--- config.mk ---
export PLATFORM = sky130hd
export DESIGN_NAME = serial_add_ctrl_flat
export DESIGN_NICKNAME = d
export VERILOG_FILES = /design/src/rtl/serial_add_ctrl_if.sv /design/src/rtl/serial_add_ctrl.sv /design/src/flat_wrapper.sv
export SDC_FILE = /design/constraint.sdc
export NUM_CORES = 1
export LEC_CHECK = 0
export ABC_AREA = 1
export CORE_UTILIZATION = 40
export DETAILED_ROUTE_END_ITERATION = 8
export HOLD_SLACK_MARGIN = 0.02
export PLACE_DENSITY = 0.65
export SYNTH_ARGS = -nofsm -noshare
export SYNTH_HDL_FRONTEND = slang
export SYNTH_SLANG_ARGS = --single-unit
--- constraint.sdc ---
create_clock -name clk -period 1.6 [get_ports clk]
set_input_delay 0.16 -clock clk [delete_from_list [all_inputs] [get_ports clk]]
set_output_delay 0.16 -clock clk [all_outputs]
set_load 0.03 [all_outputs]
--- src/rtl/serial_add_ctrl_if.sv ---
// serial_add_ctrl_if: operand/result handshake bundle for the bit-serial adder controller
interface serial_add_ctrl_if #(
   parameter int WIDTH = 8
);
   logic             in_valid;
   logic             in_ready;
   logic [WIDTH-1:0] a;
   logic [WIDTH-1:0] b;
   logic             cin;
   logic             out_valid;
   logic             out_ready;
   logic [WIDTH-1:0] sum;
   logic             cout;
   logic             busy;
   modport master (
      output in_valid, a, b, cin, out_ready,
      input  in_ready, out_valid, sum, cout, busy
   );
   modport slave (
      input  in_valid, a, b, cin, out_ready,
      output in_ready, out_valid, sum, cout, busy
   );
endinterface

--- src/rtl/serial_add_ctrl.sv ---
// serial_add_ctrl: sequences one full-adder cell across WIDTH-bit operands, one bit per clock
module serial_add_ctrl #(
   parameter int WIDTH = 8,
   parameter int CNT_W = 5
) (
   input logic              clk,
   input logic              rst,
   serial_add_ctrl_if.slave bus
);
   typedef enum logic [1:0] {IDLE, RUN, DONE} state_t;
   state_t           state, state_nx;
   logic [WIDTH-1:0] a_sr, b_sr, sum_r;
   logic             c, cout_r;
   logic [CNT_W-1:0] cnt;
   logic             ha0_s, ha0_c, ha1_s, ha1_c, c_nx, last;
   assign ha0_s = a_sr[0] ^ b_sr[0];
   assign ha0_c = a_sr[0] & b_sr[0];
   assign ha1_s = ha0_s ^ c;
   assign ha1_c = ha0_s & c;
   assign c_nx  = ha0_c | ha1_c;
   assign last  = cnt == CNT_W'(WIDTH - 1);
   // state register
   always_ff @(posedge clk)
      state <= rst ? IDLE : state_nx;
   // next-state and handshake outputs derived from the current state
   always_comb begin
      state_nx      = IDLE;
      bus.in_ready  = state == IDLE;
      bus.out_valid = state == DONE;
      bus.busy      = state == RUN;
      bus.sum       = sum_r;
      bus.cout      = cout_r;
      case (state)
         IDLE:    state_nx = bus.in_valid ? RUN : IDLE;
         RUN:     state_nx = last ? DONE : RUN;
         DONE:    state_nx = bus.out_ready ? IDLE : DONE;
         default: state_nx = IDLE;
      endcase
   end
   // operand capture, then one bit per edge through the adder cell into the sum register
   always_ff @(posedge clk) begin
      if (rst) begin
         a_sr   <= '0;
         b_sr   <= '0;
         sum_r  <= '0;
         c      <= 1'b0;
         cout_r <= 1'b0;
         cnt    <= '0;
      end else if (state == IDLE && bus.in_valid) begin
         a_sr <= bus.a;
         b_sr <= bus.b;
         c    <= bus.cin;
         cnt  <= '0;
      end else if (state == RUN) begin
         a_sr   <= a_sr >> 1;
         b_sr   <= b_sr >> 1;
         sum_r  <= {ha1_s, sum_r[WIDTH-1:1]};
         c      <= c_nx;
         cnt    <= last ? '0 : cnt + 1'b1;
         cout_r <= last ? c_nx : cout_r;
      end
   end
endmodule
--- src/flat_wrapper.sv ---
// flat-port wrapper written by rule: the top's interface ports become plain ports
module serial_add_ctrl_flat 
#(
   parameter int WIDTH = 8,
   parameter int CNT_W = 5
)
  (clk, rst, bus_in_valid, bus_a, bus_b, bus_cin, bus_out_ready, bus_in_ready, bus_out_valid, bus_sum, bus_cout, bus_busy);
  serial_add_ctrl_if #(.WIDTH(WIDTH)) bus_i ();
  input logic clk;
  input logic rst;
  input wire logic [$bits(bus_i.in_valid)-1:0] bus_in_valid;
  input wire logic [$bits(bus_i.a)-1:0] bus_a;
  input wire logic [$bits(bus_i.b)-1:0] bus_b;
  input wire logic [$bits(bus_i.cin)-1:0] bus_cin;
  input wire logic [$bits(bus_i.out_ready)-1:0] bus_out_ready;
  output wire logic [$bits(bus_i.in_ready)-1:0] bus_in_ready;
  output wire logic [$bits(bus_i.out_valid)-1:0] bus_out_valid;
  output wire logic [$bits(bus_i.sum)-1:0] bus_sum;
  output wire logic [$bits(bus_i.cout)-1:0] bus_cout;
  output wire logic [$bits(bus_i.busy)-1:0] bus_busy;
  assign bus_i.in_valid = bus_in_valid;
  assign bus_i.a = bus_a;
  assign bus_i.b = bus_b;
  assign bus_i.cin = bus_cin;
  assign bus_i.out_ready = bus_out_ready;
  assign bus_in_ready = bus_i.in_ready;
  assign bus_out_valid = bus_i.out_valid;
  assign bus_sum = bus_i.sum;
  assign bus_cout = bus_i.cout;
  assign bus_busy = bus_i.busy;
  serial_add_ctrl #(.WIDTH(WIDTH), .CNT_W(CNT_W)) u_core (.clk(clk), .rst(rst), .bus(bus_i));
endmodule
==> impl_metrics.env, run 1 <==
export IMPL_die_area_mm2=0.00421
export IMPL_grt_max_degree=30
export IMPL_antenna_found_initial=0
export IMPL_die_y_um=64.9
export IMPL_finalCritPeriodShare_pct=94.4
export IMPL_tns_ns=0
export IMPL_netlist_area_mm2=0.00158
export IMPL_path_class="reg -> out"
export IMPL_endpoint_kind="primary output"
export IMPL_root_buffer="clkbuf_8"
export IMPL_synth_top_area_cell="dfxtp_1"
export IMPL_grtUsageTotal_pct=16.9
export IMPL_cts_hold_buf=0
export IMPL_p_leak_nw=0.997
export IMPL_synthArstFlopShare_pct=0
export IMPL_final_setup_viol_count=0
export IMPL_final_common_cell="nand2_1"
export IMPL_io_buffers=32
export IMPL_arrival_ns=1.35
export IMPL_start_kind="register"
export IMPL_grt_ovfl_total=0
export IMPL_first_pass_iters=4
export IMPL_routabilityCongestion=0.774
export IMPL_ys_seq_area_share_pct=41.8
export IMPL_core_region_area_mm2=0.00372
export IMPL_fmax_mhz=662
export IMPL_maxCapViolCount=0
export IMPL_grt_pass1_wl_mm=5.38
export IMPL_grt_pass1_vias=1257
export IMPL_drc=0
export IMPL_fp_dieW_um=64.9
export IMPL_synth_nets=259
export IMPL_clkSinkCount=33
export IMPL_power_density_mw_per_mm2=926
export IMPL_cp_required_ns=1.44
export IMPL_finalNetCount=295
export IMPL_clk_latency_ns=0.29
export IMPL_synthDominantCellAreaShare_pct=41.8
export IMPL_clkTransAtPathRegs_ns=0.07
export IMPL_power_mw=1.89
export IMPL_outcome="finished, final reports clean"
export IMPL_detailed_place_hpwl_mm=2.15
export IMPL_final_antenna_net_count=0
export IMPL_r2r_slack_ns=0.37
export IMPL_fin_util_pct=54.8
export IMPL_via_count=1439
export IMPL_critPathMaxFanout=29
export IMPL_synthCells=236
export IMPL_drive_above_1_share_pct=9.93
export IMPL_synth_edf_count=0
export IMPL_synth_main_ff_cell="dfxtp_1"
export IMPL_boundaryPins=33
export IMPL_start_util_pct=42.5
export IMPL_holdWs_ns=0.427
export IMPL_ys_seq_elements=33
export IMPL_drv_slew=0
export IMPL_vias_per_cell=4.50
export IMPL_h_tree_depth=2
export IMPL_ys_types=23
export IMPL_n_antenna_cell=0
export IMPL_wl_per_cell_um=9.82
export IMPL_layout_common_cells="nand2_1, nor2_1, dfxtp_1"
export IMPL_cts_buffers=5
export IMPL_final_setup_skew_ns=0.00839
export IMPL_drt_iter0_drc=56
export IMPL_worst_slack_ns=0.0902
export IMPL_worstMarginPinSlew_ns=0.300
export IMPL_ys_warn_count=0
export IMPL_post_route_min_period_ns=1.51
export IMPL_syn_to_final_growth_pct=28.9
export IMPL_ir_worst_vdd_mv=0.565
export IMPL_hold_viol_final=0
export IMPL_syn_area_per_cell_um2=6.70
export IMPL_clk_path_buf_depth=2
export IMPL_hold_class="in -> reg"
export IMPL_cts_tree="built"
export IMPL_rows=22
export IMPL_synthTopCellsByArea="dfxtp_1, nand2_1, nor2_1"
export IMPL_routed_wirelength_mm=3.14
export IMPL_rsz0062_at_grt="false"
export IMPL_max_slew_margin_rel_pct=79.9
export IMPL_pre_cts_ws_ns=0.178
critical path, stage by stage, from the launching register on:
cell	delay, ns
dfxtp_1	0.34
buf_4	0.17
inv_2	0.04
nor2_2	0.12
buf_12	0.20
buf_4	0.18
report_power, final:
| part | leakage, nW | total [mW] | switching (mW) | internal [mW] |
|---|---|---|---|---|
| clock | 0.0443 | 0.638 | 0.296 | 0.341 |
| sequential | 0.270 | 0.900 | 0.0284 | 0.871 |
| combinational | 0.682 | 0.350 | 0.191 | 0.159 |
timing repair:
| item | 4_1_cts | 5_1_grt |
|---|---|---|
| setup endpoints to repair | 1 | 0 |
| gates resized for setup | 1 | 0 |
| setup buffers | 0 | 0 |
cell families after synthesis:
family	after synthesis	share of synthesized area [%]
buffers and inverters	40	11.7
AOI/OAI and AO/OA	16	6.41
DFF	33	41.8
and+or+nand+nor	145	38.0
adders and majority gates	2	2.06
through the flow:
step / instances / area [um2]
after global routing: 320 / 2040
after detailed placement: 313 / 1950
after floorplan: 236 / 1580
after global placement: 313 / 1950
after CTS: 320 / 2040
final: 320 / 2040
cells in the mapped netlist (2+ instances only):
cell type and count:
a21oi_1 4, a21oi_2 2, buf_2 4, buf_4 2
buf_6 3, clkbuf_1 2, dfxtp_1 33, inv_1 27
inv_2 2, nand2_1 66, nand2_2 2, nand3_1 19
nor2_1 53, o21ai_0 8
path summary, 6_finish.rpt:
check,end,startpoint,depth (start not counted)
worst max-delay path,bus_busy,u_core.state[0]$_SDFF_PP0_,5
worst min-delay path,u_core.a_sr[7]$_SDFFE_PP0P_,bus_a[7],3
worst max register to register,u_core.bus.cout$_SDFFE_PP0P_,u_core.state[0]$_SDFF_PP0_,8
worst min register to register,u_core.b_sr[7]$_SDFFE_PP0P_,u_core.b_sr[7]$_SDFFE_PP0P_,2
layout make-up:
cell class | count | area [um2]
fillers | 387 | 1680
multi-input cells | 163 | 734
flip-flops and latches | 33 | 661
repair buffers | 40 | 387
inverters | 29 | 109
clock buffers | 7 | 86.3
well taps | 48 | 60.1
layer usage:
layer / track usage (%) / share of wire [%] / vias up
met4: 5.00 / 1.1 / 0
met1: 19.8 / 50 / 628
met5: 0 / 0 / -
met3: 6.34 / 3.9 / 3
met2: 28.3 / 45 / 27
li1: - / - / 781
state kept, by name (all words and copies together), names as in the netlist:
register,flops
u_core.bus.cout,1
u_core.cnt,5
u_core.bus.sum,8
u_core.a_sr,8
u_core.c,1
u_core.state,2
u_core.b_sr,8
Power figures use the tool's default switching activity.
==> run 2: changes to the inputs <==
--- a/config.mk
+++ b/config.mk
@@ -6,6 +6,7 @@
 export NUM_CORES = 1
 export LEC_CHECK = 0
 export ABC_AREA = 1
+export CAP_MARGIN = 20
 export CORE_UTILIZATION = 40
 export DETAILED_ROUTE_END_ITERATION = 8
 export HOLD_SLACK_MARGIN = 0.02
==> results of run 2 <==
Same layout as run 1: the final DEF is identical, and so are final timing and power.
